<file path="config.mk">
export PLATFORM = sky130hd
export DESIGN_NAME = pc_stack16
export DESIGN_NICKNAME = d
export VERILOG_FILES = /design/src/rtl/pc_stack16.sv
export SDC_FILE = /design/constraint.sdc
export NUM_CORES = 1
export LEC_CHECK = 0
export CAP_MARGIN = 20
export CORE_MARGIN = 2
export CORE_UTILIZATION = 26
export CTS_BUF_LIST = sky130_fd_sc_hd__clkbuf_16
export CTS_CLUSTER_DIAMETER = 60
export DETAILED_ROUTE_END_ITERATION = 8
export DONT_BUFFER_PORTS = 1
export GPL_ROUTABILITY_DRIVEN = 0
export PLACE_DENSITY_LB_ADDON = 0.12
export SETUP_SLACK_MARGIN = 0.15
export SYNTH_ARGS = -nofsm -noshare
export SYNTH_HDL_FRONTEND = slang
export SYNTH_SLANG_ARGS = --single-unit
export TNS_END_PERCENT = 100
</file>
<file path="constraint.sdc">
create_clock -name clk -period 2.6 [get_ports clk]
set_clock_uncertainty 0.1 [all_clocks]
set_input_delay 0.52 -clock clk [delete_from_list [all_inputs] [get_ports clk]]
set_output_delay 0.52 -clock clk [all_outputs]
set_load 0.005 [all_outputs]
</file>
<file path="src/rtl/pc_stack16.sv">
// pc_stack16: Hack-style program counter with a hardware return-address stack.
// Priority per cycle: reset > call > ret > load > inc > hold.
// out, depth, overflow and underflow are registered; empty/full decode depth.
module pc_stack16 #(
  parameter int WIDTH = 16,
  parameter int DEPTH = 4
) (
  input  logic                     clk,
  input  logic                     reset,
  input  logic [WIDTH-1:0]         in,
  input  logic                     load,
  input  logic                     inc,
  input  logic                     call,
  input  logic                     ret,
  output logic [WIDTH-1:0]         out,
  output logic [$clog2(DEPTH):0]   depth,
  output logic                     empty,
  output logic                     full,
  output logic                     overflow,
  output logic                     underflow
);

  localparam int AW = $clog2(DEPTH);
  localparam logic [AW:0] DEPTH_V = (AW+1)'(DEPTH);

  // Address increment wraps modulo 2^WIDTH without any flag.
  function automatic logic [WIDTH-1:0] addr_inc(input logic [WIDTH-1:0] a);
    return a + 1'b1;
  endfunction

  logic [WIDTH-1:0] stack_mem [DEPTH];

  logic [WIDTH-1:0] out_nxt;
  logic [AW:0]      depth_nxt;
  logic             ovf_nxt;
  logic             unf_nxt;
  logic             push_en;
  logic [AW-1:0]    push_idx;
  logic [AW-1:0]    pop_idx;
  logic [WIDTH-1:0] push_data;

  // Stack pointer decode: push into the slot at depth, pop from depth-1.
  // When full, the low bits of depth are zero and depth-1 wraps to the top slot.
  assign push_idx  = depth[AW-1:0];
  assign pop_idx   = depth[AW-1:0] - 1'b1;
  assign push_data = addr_inc(out);

  // Status flags decoded straight from the registered depth.
  assign empty = (depth == '0);
  assign full  = (depth == DEPTH_V);

  // Next-state selection, one action per cycle in priority order.
  always_comb begin
    out_nxt   = out;
    depth_nxt = depth;
    ovf_nxt   = overflow;
    unf_nxt   = underflow;
    push_en   = 1'b0;
    if (call) begin
      // The jump happens even when the push has to be dropped.
      out_nxt = in;
      if (full) begin
        ovf_nxt = 1'b1;
      end else begin
        push_en   = 1'b1;
        depth_nxt = depth + 1'b1;
      end
    end else if (ret) begin
      if (empty) begin
        unf_nxt = 1'b1;
      end else begin
        out_nxt   = stack_mem[pop_idx];
        depth_nxt = depth - 1'b1;
      end
    end else if (load) begin
      out_nxt = in;
    end else if (inc) begin
      out_nxt = addr_inc(out);
    end
  end

  // Stack storage: data only, never reset; a reset cycle suppresses the push.
  always_ff @(posedge clk) begin
    if (push_en && !reset) begin
      stack_mem[push_idx] <= push_data;
    end
  end

  // Program counter, stack depth and sticky error flags.
  always_ff @(posedge clk) begin
    if (reset) begin
      out       <= '0;
      depth     <= '0;
      overflow  <= 1'b0;
      underflow <= 1'b0;
    end else begin
      out       <= out_nxt;
      depth     <= depth_nxt;
      overflow  <= ovf_nxt;
      underflow <= unf_nxt;
    end
  end

endmodule

</file>
==> results of run 1 <==
layout make-up:
cell class	count	area (µm²)	area share [%]
Inverter	8	30.03	0.6565
Clock inverter	7	57.56	1.258
Sequential cell	85	2345	51.26
Tap cell	188	235.2	5.142
Timing Repair Buffer	15	112.6	2.462
Multi-Input combinational cell	220	1569	34.30
Clock buffer	9	225.2	4.923
worst max path at each step:
stage	start	end	slack (ps)
4_1_cts	depth[1]	out[13]	300
2_1_floorplan	depth[0]	out[11]	160
3_3_place_gp	depth[0]	out[11]	430
6_report	depth[1]	out[13]	430
3_5_place_dp	depth[1]	out[13]	310
5_1_grt	depth[1]	out[13]	250
flip-flops by register name, summed over array words and instances, names as in the netlist:
signal	count
stack_mem	64
out	16
depth	3
overflow	1
underflow	1
kinds of logic (layout without fill, tap and decap cells):
| family | after synthesis | count (layout) | synth area share [%] |
|---|---|---|---|
| AOI/OAI and AO/OA | 78 | 78 | 12.78 |
| and+or+nand+nor | 91 | 91 | 11.26 |
| xor gates and xnor gates | 17 | 17 | 3.711 |
| muxes | 28 | 28 | 8.856 |
| DFF | 85 | 85 | 58.37 |
| adders and majority gates | 6 | 6 | 2.058 |
| buffers and inverters | 27 | 39 | 2.962 |
per-stage QoR:
stage	total power, µW	utilization, %	instance area [µm²]	hold slack [ps]	setup slack [ps]
after floorplan	2805	-	4053	360.4	160.7
after global placement	3196	28.33	4290	387.3	427.4
after detailed placement	3207	28.33	4290	400.8	308.8
after CTS	4474	30.19	4573	122.2	302.9
after global routing	4670	30.20	4574	116.4	251.6
final	4422	30.20	4574	134.3	425.5
where the power goes:
| part | leakage, µW | switching [µW] | total, µW | internal, µW |
|---|---|---|---|---|
| clock | 0.000148 | 529 | 1260 | 731 |
| sequential | 0.000764 | 159 | 1880 | 1720 |
| combinational | 0.000676 | 750 | 1290 | 535 |
routing by layer:
layer | GRT usage [%] | routed length [µm]
met5 | 0 | 0
met4 | 5.818 | 248
met3 | 4.341 | 581
met2 | 22.87 | 5379
met1 | 20.24 | 5502
placed cells by master, fill, tap and decap left out, types with 9 or more instances in the layout:
master / instances
edfxtp_1: 64
nand2_1: 26
nor2_1: 24
mux2i_1: 22
dfxtp_1: 19
a21oi_1: 17
o21ai_0: 16
buf_4: 15
xor2_1: 9
clkbuf_16: 9
==> impl_metrics.tcl, run 1 <==
set metrics [dict create \
    drtIter0Drc 191 \
    min_period_ps 2175 \
    outcome "completed" \
    clock-sinks 85 \
    drc 0 \
    netlist_area_mm2 0.004013 \
    fill_cells 1542 \
    synthArstFlopShare_pct 0 \
    synth_most_common_cell "edfxtp_1" \
    postRouteAntennaNets 0 \
    layoutNonFillerInstCount 532 \
    hold-path-endpoint "depth[1]" \
    netlist_top_cells_count "edfxtp_1, nand2_1, nor2_1" \
    r2r_end "out[13]" \
    drtPass1Iterations 4 \
    holdPathStages 1 \
    min_from "reset" \
    synth.top_cells.by_area "edfxtp_1, dfxtp_1, mux2i_1, mux4_2, nand2_1" \
    powerDensity_mw_per_mm2 966.8 \
    ys_seq_area_share_pct 58.37 \
    p_leak_uw 0.001587 \
    rsz0062_at_grt "no" \
    h-tree-depth 3 \
    crit_buf_inv 2 \
    numCtsBuffers 9 \
    critical_path_depth 8 \
    avgViaCountPerCell 5.105 \
    yosysTopAreaCell "edfxtp_1" \
    ios 45 \
    tightest_slew_ps 581.8 \
    worstPathRequired_ps 2780 \
    regToRegSetupSlack_ps 430 \
    cp_cell_sequence "inv_1 > ha_1 > or2b_2 > inv_2 > a21oi_4 > nor2_2 > or4_1 > a31oi_1" \
    worstSetupPathType "flop to flop" \
    clk_pin_slew_ps 60 \
    syn_nets 360 \
    grt_max_degree 32 \
    antenna_found_initial 0 \
    max_stage_delay_ps 480 \
    grt_first_pass_wirelength_mm 17.84 \
    clkLatencyLatePin_ps 340 \
    core_mm2 0.01515 \
    nets 367 \
    gr-total-overflow 0 \
    r2r_cells 8 \
    synth_edf_count 64 \
    critPathArrivalTime_ps 2350 \
    hp-class "input port to flop" \
    grt_pass1_vias 2799 \
    die_h_um 128.2 \
    ctsHoldBuffers 0 \
    chipWidth_um 128.2 \
    synth.distinct_cells 51 \
    post_cts_buffers 0 \
    n_antenna_cell 0 \
    maxCapViolCount 0 \
    ctsResizeCount 0 \
    rows 45 \
    setup_violations 0 \
    synth_ff_type "edfxtp_1" \
    worstSetupEndpointType "flop" \
    path_delay_family "simple AND/OR/NAND/NOR gates" \
    layout-drive-gt1-share_pct 14.53 \
    initial_core_util_pct 26.49 \
    slew_headroom_pct 61.22 \
    dp_hpwl_mm 7.887 \
    period_share_pct 83.64 \
    regToRegStartpoint "depth[1]" \
    final.setup.tns_ps 0 \
    synth_top_area_share_pct 47.90 \
    hold_viol_final 0 \
    wl_mm 11.71 \
    fmax_mhz 459.9 \
    vias 2716 \
    wl_per_cell_um 22.02 \
    synth-seq-cells 85 \
    maxSlewViolCount 0 \
    start_kind "flop" \
    syn_to_final_growth_pct 14.00 \
    ir_drop_mv 0.3376 \
    crit_slowest_cell "or4_1" \
    yosysWarnings 0 \
    dieArea_mm2 0.01644 \
    syn_area_per_cell_um2 12.09 \
    clock_path_buffers 2 \
    port-buffer-count 0 \
    grt_usage_pct 15.04 \
    cts_tree "done" \
    crit_fanout 9 \
    cts-root-buf "clkbuf_16" \
    dp.cells 516 \
    syn_inst 332 \
]
No activity file was read; power rests on OpenSTA's default activity.
==> run 2: changes to the inputs <==
- clock period: 2.6 -> 1.8 ns (I/O delays scaled with it)
==> impl_metrics.tcl, run 2 (synthesis gave the netlist of run 1 again) <==
set metrics [dict create \
    grt_first_pass_wirelength_mm 18.36 \
    wl_mm 11.91 \
    syn_to_final_growth_pct 34.92 \
    rows 45 \
    top_regs "stack_mem (64), out (16), depth (3)" \
    use_met2_pct 25.78 \
    period_share_pct 99.55 \
    tightest_slew_ps 499.7 \
    hp-class "input port to flop" \
    powerDensity_mw_per_mm2 1330 \
    dieArea_mm2 0.01644 \
    final_core_util_pct 35.75 \
    nets 416 \
    min_period_ps 1792 \
    p_leak_uw 0.001924 \
    hold_slack_ps -15.40 \
    max_stage_delay_ps 390 \
    die_h_um 128.2 \
    avgViaCountPerCell 4.854 \
    clkLatencyLatePin_ps 330 \
    violations "hold timing" \
    hold_viol_final 9 \
    regMostFlops "stack_mem" \
    ir_drop_mv 0.5057 \
    numCtsBuffers 9 \
    crit_path_frequent_cell "inv_4" \
    cts-root-buf "clkbuf_16" \
    clk_pin_slew_ps 60 \
    clock_path_buffers 2 \
    maxCapViolCount 0 \
    outcome "finished with violations" \
    p_total_uw 7200 \
    postRouteAntennaNets 0 \
    crit_slowest_cell "or4_1" \
    busiest_layer "met2" \
    setup_violations 0 \
    gr-total-overflow 0 \
    port-buffer-count 0 \
    final_cell_mix "edfxtp_1, buf_4, nand2_1" \
    dp_hpwl_mm 8.124 \
    largest_register_ffs 64 \
    worstSetupEndpointType "flop" \
    antenna_found_initial 2 \
    worstSetupPathType "flop to flop" \
    core_mm2 0.01515 \
    worstPathRequired_ps 1960 \
    vias 2830 \
    fmax_mhz 558.0 \
    drtPass1Iterations 4 \
    initial_core_util_pct 26.49 \
    cts_tree "done" \
    cp_cell_sequence "inv_4 > ha_4 > or2b_4 > inv_4 > a21oi_4 > nor2_4 > or4_1 > a31oi_1" \
    drc 0 \
    ios 45 \
    fill_cells 1446 \
    maxSlewViolCount 0 \
    layout_commonest_cell "edfxtp_1" \
    multi_input_area_mm2 0.001864 \
    start_kind "flop" \
    grt_usage_pct 15.19 \
    grt_max_degree 31 \
    slew_headroom_pct 66.45 \
    chipWidth_um 128.2 \
    drtIter0Drc 208 \
    wl_per_cell_um 20.42 \
    grt_use_met1_pct 18.50 \
    layout-drive-gt1-share_pct 39.44 \
    grt_pass1_vias 3074 \
    seq_area_mm2 0.002359 \
    clock-sinks 85 \
    use_met3_pct 3.381 \
    critPathArrivalTime_ps 1950 \
    rsz0062_at_grt "yes" \
    h-tree-depth 3 \
    crit_fanout 4 \
]
run 2: changes by cell type in the layout (fill, tap and decap cells not counted), sizes merged:
cell / before / now
buf: 15 / 64
bufinv: 1 / 0
diode: 0 / 2
inv: 8 / 9
run 2: report_power, final:
part           switching (µW)  internal [µW]
sequential                148           2490
combinational            1430           1480
clock                     736            915
run 2: path summary, 6_finish.rpt:
check | from | end | slack [ps] | depth (start not counted)
min | reset | depth[0] | -20 | 1
min reg2reg | underflow | underflow | 400 | 2
max reg2reg | depth[0] | out[13] | 8 | 8
max | depth[0] | out[13] | 8 | 8
run 2: critical path, delay by kind of cell, from the launching register on:
kind | cells | cell delay, ps
adders and majority gates | 1 | 150
and+or+nand+nor | 3 | 650
DFF | 1 | 380
AOI/OAI and AO/OA | 2 | 370
buffers and inverters | 2 | 80
run 2: layer usage:
layer  wire length, µm  up-vias
met3               481       16
met4               277        0
li1                  -     1366
met2              6119       60
met5                 0        -
met1              5028     1388
run 2: final cells by class:
class                   instances  share of cell area (%)
flip-flops and latches         85                   43.56
multi-input cells             220                   34.43
repair buffers                 64                   12.11
well taps                     188                   4.345
clock buffers                   9                   4.160
clock inverters                 7                  0.6471
inverters                       8                  0.6471
diodes                          2                 0.09244
run 2: repair_timing:
action,4_1_cts,5_1_grt
resized for setup,39,30
setup endpoints to repair,88,106
cloned,1,0
setup buffers,10,5
pin swaps,20,21
hold endpoints to repair,11,11
run 2: per-stage QoR:
step	hold WS, ps	TNS, ps	std cells	setup WS, ps	cell area, µm²
3_3_place_gp	333.2	-68.74	549	-67.29	4695
5_1_grt	-32.01	-216.6	581	-54.22	5409
2_1_floorplan	338.7	-20450	332	-496.5	4169
4_1_cts	-32.32	-14.80	576	-8.447	5221
3_5_place_dp	329.6	-132.4	549	-46.37	4695
6_report	-15.40	0	583	8.014	5414
==> run 3: changes to the inputs <==
- PLACE_DENSITY_LB_ADDON: 0.12 -> 0.25
==> impl_metrics.tcl, run 3 (synthesis gave the netlist of run 1 again) <==
set metrics [dict create \
    port-buffer-count 0 \
    avgViaCountPerCell 4.909 \
    regMostFlops "stack_mem" \
    gr-total-overflow 0 \
    dieArea_mm2 0.01644 \
    hold_viol_final 9 \
    rsz0062_at_grt "yes" \
    crit_fanout 8 \
    grt_usage_pct 14.20 \
    core_mm2 0.01515 \
    grt_first_pass_wirelength_mm 17.13 \
    hp-class "input port to flop" \
    layout-drive-gt1-share_pct 40.45 \
    tightest_slew_ps 650.6 \
    nets 426 \
    p_total_uw 7743 \
    worstSetupPathType "flop to flop" \
    cts_tree "done" \
    clock_path_buffers 2 \
    numCtsBuffers 9 \
    rows 45 \
    violations "hold timing, setup timing" \
    drtIter0Drc 253 \
    dp_hpwl_mm 7.624 \
    initial_core_util_pct 26.49 \
    period_share_pct 100.3 \
    critPathArrivalTime_ps 1760 \
    cts-root-buf "clkbuf_16" \
    ios 45 \
    min_period_ps 1806 \
    worstPathRequired_ps 1750 \
    fmax_mhz 553.7 \
    grt_max_degree 31 \
    clock-sinks 85 \
    maxSlewViolCount 0 \
    largest_register_ffs 64 \
    start_kind "flop" \
    h-tree-depth 3 \
    drc 0 \
    syn_to_final_growth_pct 41.22 \
    dp.cells 544 \
    vias 2906 \
    outcome "finished with violations" \
    slew_headroom_pct 56.54 \
    layoutNonFillerInstCount 592 \
    postRouteAntennaNets 0 \
    final.setup.tns_ps -22.81 \
    worstSetupEndpointType "flop" \
    maxCapViolCount 0 \
    top_regs "stack_mem (64), out (16), depth (3)" \
    p_leak_uw 0.002020 \
    grt_pass1_vias 2880 \
    worst_slack_ps -5.890 \
    layout_commonest_cell "edfxtp_1" \
    fill_cells 1399 \
    ir_drop_mv 0.4743 \
    wl_mm 11.40 \
    die_h_um 128.2 \
    drtPass1Iterations 4 \
    clkLatencyLatePin_ps 340 \
    clk_pin_slew_ps 60 \
    antenna_found_initial 2 \
    powerDensity_mw_per_mm2 1366 \
    final_cell_mix "edfxtp_1, buf_4, nand2_1" \
    hold_slack_ps -17.49 \
    wl_per_cell_um 19.26 \
    setup_violations 5 \
    chipWidth_um 128.2 \
]
## run 3: cell count changes in the layout (fill, tap and decap cells not counted), sizes merged
cell and change:
inv +1, clkinvlp +2, diode -1, buf +9, clkbuf +1, clkinv -4, bufinv +1
## run 3: per-stage QoR
step / instance area (µm²) / setup slack [ps] / util, % / hold WS [ps]
floorplan: 4169 / -496.5 / - / 338.7
global route: 5664 / -66.32 / 37.40 / -34.03
global placement: 4632 / -36.25 / 30.58 / 325.9
CTS: 5306 / 7.889 / 35.04 / -29.40
detailed placement: 4632 / -53.03 / 30.58 / 328.9
finish: 5667 / -5.890 / 37.41 / -17.49
## run 3: metal layers
metal  GRT usage, %  up-vias  wire, µm
met2          22.28       82      5345
met5              0        -        17
met4          6.012        2       280
met1          17.65     1417      4822
met3          5.134       25       936
li1               -     1380         -
## run 3: layout make-up
| class | instances | area, µm² | share of cell area [%] |
|---|---|---|---|
| multi-input cells | 220 | 1969 | 34.75 |
| well taps | 188 | 235.2 | 4.151 |
| clock inverters | 7 | 60.06 | 1.060 |
| flip-flops and latches | 85 | 2355 | 41.55 |
| repair buffers | 74 | 784.5 | 13.84 |
| clock buffers | 9 | 225.2 | 3.974 |
| diodes | 1 | 2.502 | 0.04416 |
| inverters | 8 | 35.03 | 0.6182 |
## run 3: what timing repair did
| action | in CTS | in global routing |
|---|---|---|
| pin swaps | 20 | 20 |
| gates resized for setup | 38 | 46 |
| gates cloned | 0 | 1 |
| setup buffers | 18 | 12 |
| endpoints found under the hold margin | 11 | 10 |
| endpoints found under the setup margin | 119 | 72 |
## run 3: path summary, 6_finish.rpt
| kind | slack, ps | cells past startpoint | startpoint | to |
|---|---|---|---|---|
| worst max-delay path | -6 | 7 | depth[0] | stack_mem[0][7] |
| worst min-delay path | -20 | 1 | reset | out[8] |
| worst max register to register | -6 | 7 | depth[0] | stack_mem[0][7] |
| worst min register to register | 400 | 2 | overflow | overflow |
## run 3: power breakdown
part	leakage [µW]	switching (µW)	internal, µW
combinational	0.00111	1500	1790
sequential	0.000765	175	2490
clock	0.000143	729	1050
total	0.00202	2400	5340
## run 3: critical path, cell delays in order (launching register included)
cell     delay, ps
dfxtp_4        360
inv_4           70
ha_4           120
or2b_4         280
buf_4          140
buf_6          120
nor2_4         180
buf_12         160
==> variant, RTL diff (flow settings as in run 2) <==
Register the output `overflow` once more, without a reset; this adds one clock of latency there. The other outputs are not delayed to match. Comments in the files are not updated.
--- a/src/rtl/pc_stack16.sv
+++ b/src/rtl/pc_stack16.sv
@@ -24,2 +24,4 @@
   localparam logic [AW:0] DEPTH_V = (AW+1)'(DEPTH);
+
+  logic overflow_s0;
 
@@ -55,3 +57,3 @@
     depth_nxt = depth;
-    ovf_nxt   = overflow;
+    ovf_nxt   = overflow_s0;
     unf_nxt   = underflow;
@@ -93,3 +95,3 @@
       depth     <= '0;
-      overflow  <= 1'b0;
+      overflow_s0 <= 1'b0;
       underflow <= 1'b0;
@@ -98,3 +100,3 @@
       depth     <= depth_nxt;
-      overflow  <= ovf_nxt;
+      overflow_s0 <= ovf_nxt;
       underflow <= unf_nxt;
@@ -103,2 +105,6 @@
 
+  always_ff @(posedge clk) begin
+    overflow <= overflow_s0;
+  end
+
 endmodule
Check against the original RTL: not equivalent (Yosys sat finds a counterexample within 10 cycles, from zero or initial values and one cycle with reset high).
==> variant against run 2 <==
  * Cell count decreased by 1.0%
  * Non-clock buffer count decreased by 6
  * Wire length decreased by 3.0%
  * Sequential cell count increased by 1
  * Area after synthesis increased by 0.50%
  * Count of clock-buffer cells in the layout unchanged
  * The run ends with negative hold slack, negative setup slack left
  * Total power increased by 0.36%
  * Maximum frequency decreased by 0.66%
  * Worst setup slack got worse by 0.012 ns
  * Largest power group unchanged
  * Largest cell class unchanged
  * Hold slack got worse by 0.0024 ns
  * Final area increased by 1.7%
==> variant: results (changes against run 2) <==
Setup path
  – CP top delay family: buffers and inverters
  – Crit-path max cell delay: 0.36 ns (-0.03 ns)
  – Slowest-stage cell, CP: dfxtp_4
  – CP Max Fanout: 7 (+3)
  – Reg2Reg Depth: 10 (+2)
  – Crit path to: out[2]

Detailed routing
  – Uppermost layer routed: met5
  – Met1 WL: 5180 um (+3.0%)
  – Initial DRC count: 225 (+8.2%)
  – Via-per-instance ratio: 4.90 (+1.0%)
  – Wire length on met2: 5530 um (-9.6%)
  – DRT Wirelength: 11600 um (-3.0%)
  – Remaining DRCs: 0 (unchanged)
  – Met3 wire length: 508 um (+5.6%)

Place
  – Placed inst area: 4750 sq um (+1.3%)
  – Post-DP HPWL: 8150 um (+0.35%)
  – Dpl cells: 552 (+0.55%)
  – Pre-CTS WS: -0.0981 ns (-0.0518 ns)

Global route
  – GR Util All Layers: 14.7% (-0.48 points)
  – Met3 global-route usage: 3.99% (+0.61 points)
  – GR Util met2: 22.4% (-3.4 points)
  – Vias in the first global route: 2897 (-5.8%)
  – First-pass GRT wire length: 17700 um (-3.8%)
  – Met1 usage: 19.0% (+0.52 points)

Yosys
  – Mux share of post-synthesis cell area: 8.81% (-0.044 points)
  – Xor and xnor fraction of the mapped netlist area: 3.69% (-0.018 points)
  – Post-Synth Adder-Cell Area: 2.05% (-0.010 points)
  – Top cells by count, synth: 64 x edfxtp_1, 26 x nand2_1, 25 x nor2_1
  – Seq/Total Area, Yosys: 58.6% (+0.21 points)
  – Area contributors post-synth: edfxtp_1 48%, dfxtp_1 11%, mux2i_1 5.5%
  – Syn_nets: 361 (+0.28%)
  – Syn Inst Count: 333 (+0.30%)
  – Post-synthesis compound-gate area fraction: 12.7% (-0.063 points)

Run status
  – Failing checks: negative hold slack, negative setup slack
  – Outcome: complete, but fails checks

Power and ir drop
  – Leakage: 0.00191 uW (-0.63%)
  – Pint: 4890 uW (about the same)
  – Worst VDD drop: 0.520 mV (+2.8%)

Final layout
  – Nets: 411 (-1.2%)
  – # fillers: 1478 (+2.2%)
  – Layout cell share with drive strength beyond 1: 39.9% (+0.51 points)

Floorplanning
  – Die W: 129 um (+0.24%)

Timing
  – # setup viols final: 1 (+1)
  – WHS: -0.0178 ns (-0.00243 ns)
  – Final worst slack: -0.00381 ns (-0.0118 ns)
  – Slew headroom: 56.8% (-9.6 points)
  – Final Hold Fails: 10 (+1)
  – Final TNS setup: -0.00381 ns (-0.00381 ns)
==> variant: cell types whose count changed in the layout (fill, tap and decap cells not counted), moves of 2 or more <==
cell,run 2,this run
buf_4,46,39
buf_6,6,8
clkinvlp_4,0,2
o21ai_1,1,6
dfxtp_1,12,16
mux2i_4,1,5
a21oi_4,1,3
xnor2_1,5,3
ha_1,3,1
mux2i_1,21,16
o21ai_0,13,9
xor2_2,6,4
clkinv_2,3,1
dfxtp_2,7,3
==> variant: cell type report <==
class	instances	area, sq um	area share (%)
repair buffers	58	606	11.0
multi-input cells	220	1990	36.1
clock buffers	9	225	4.09
well taps	188	235	4.27
clock inverters	7	35.0	0.637
flip-flops and latches	86	2380	43.2
diodes	1	2.50	0.0455
inverters	8	35.0	0.637
==> variant: power groups by stage <==
| stage | Sequential (uW) | Clock [uW] | Combinational (uW) |
|---|---|---|---|
| after detailed placement | 2690 | 0 | 2470 |
| after floorplan | 2730 | 0 | 1570 |
| final | 2680 | 1660 | 2880 |
| after global placement | 2680 | 0 | 2470 |
| after global routing | 2710 | 1790 | 3140 |
| after CTS | 2660 | 1710 | 2620 |
==> variant: cell families (layout without fill, tap and decap cells) <==
kind of cell,Yosys count,after routing
fa+ha+maj,6,6
buf+inv,27,82
mux,28,28
xor+xnor,17,17
compound gates,78,78
other cells,0,1
simple gates,91,91
flops,86,86
==> variant: worst reg2reg max path: cells and delay by family, from the launching register on <==
family,cells,cell delay [ns]
flops,1,0.36
fa+ha+maj,1,0.12
compound gates,3,0.39
buf+inv,4,0.41
simple gates,2,0.33
==> variant: what timing repair did <==
action	CTS	global route
resized for setup	33	56
endpoints found under the setup margin	90	120
setup buffers	3	5
endpoints found under the hold margin	11	11
pin swaps	11	21
cloned	0	0
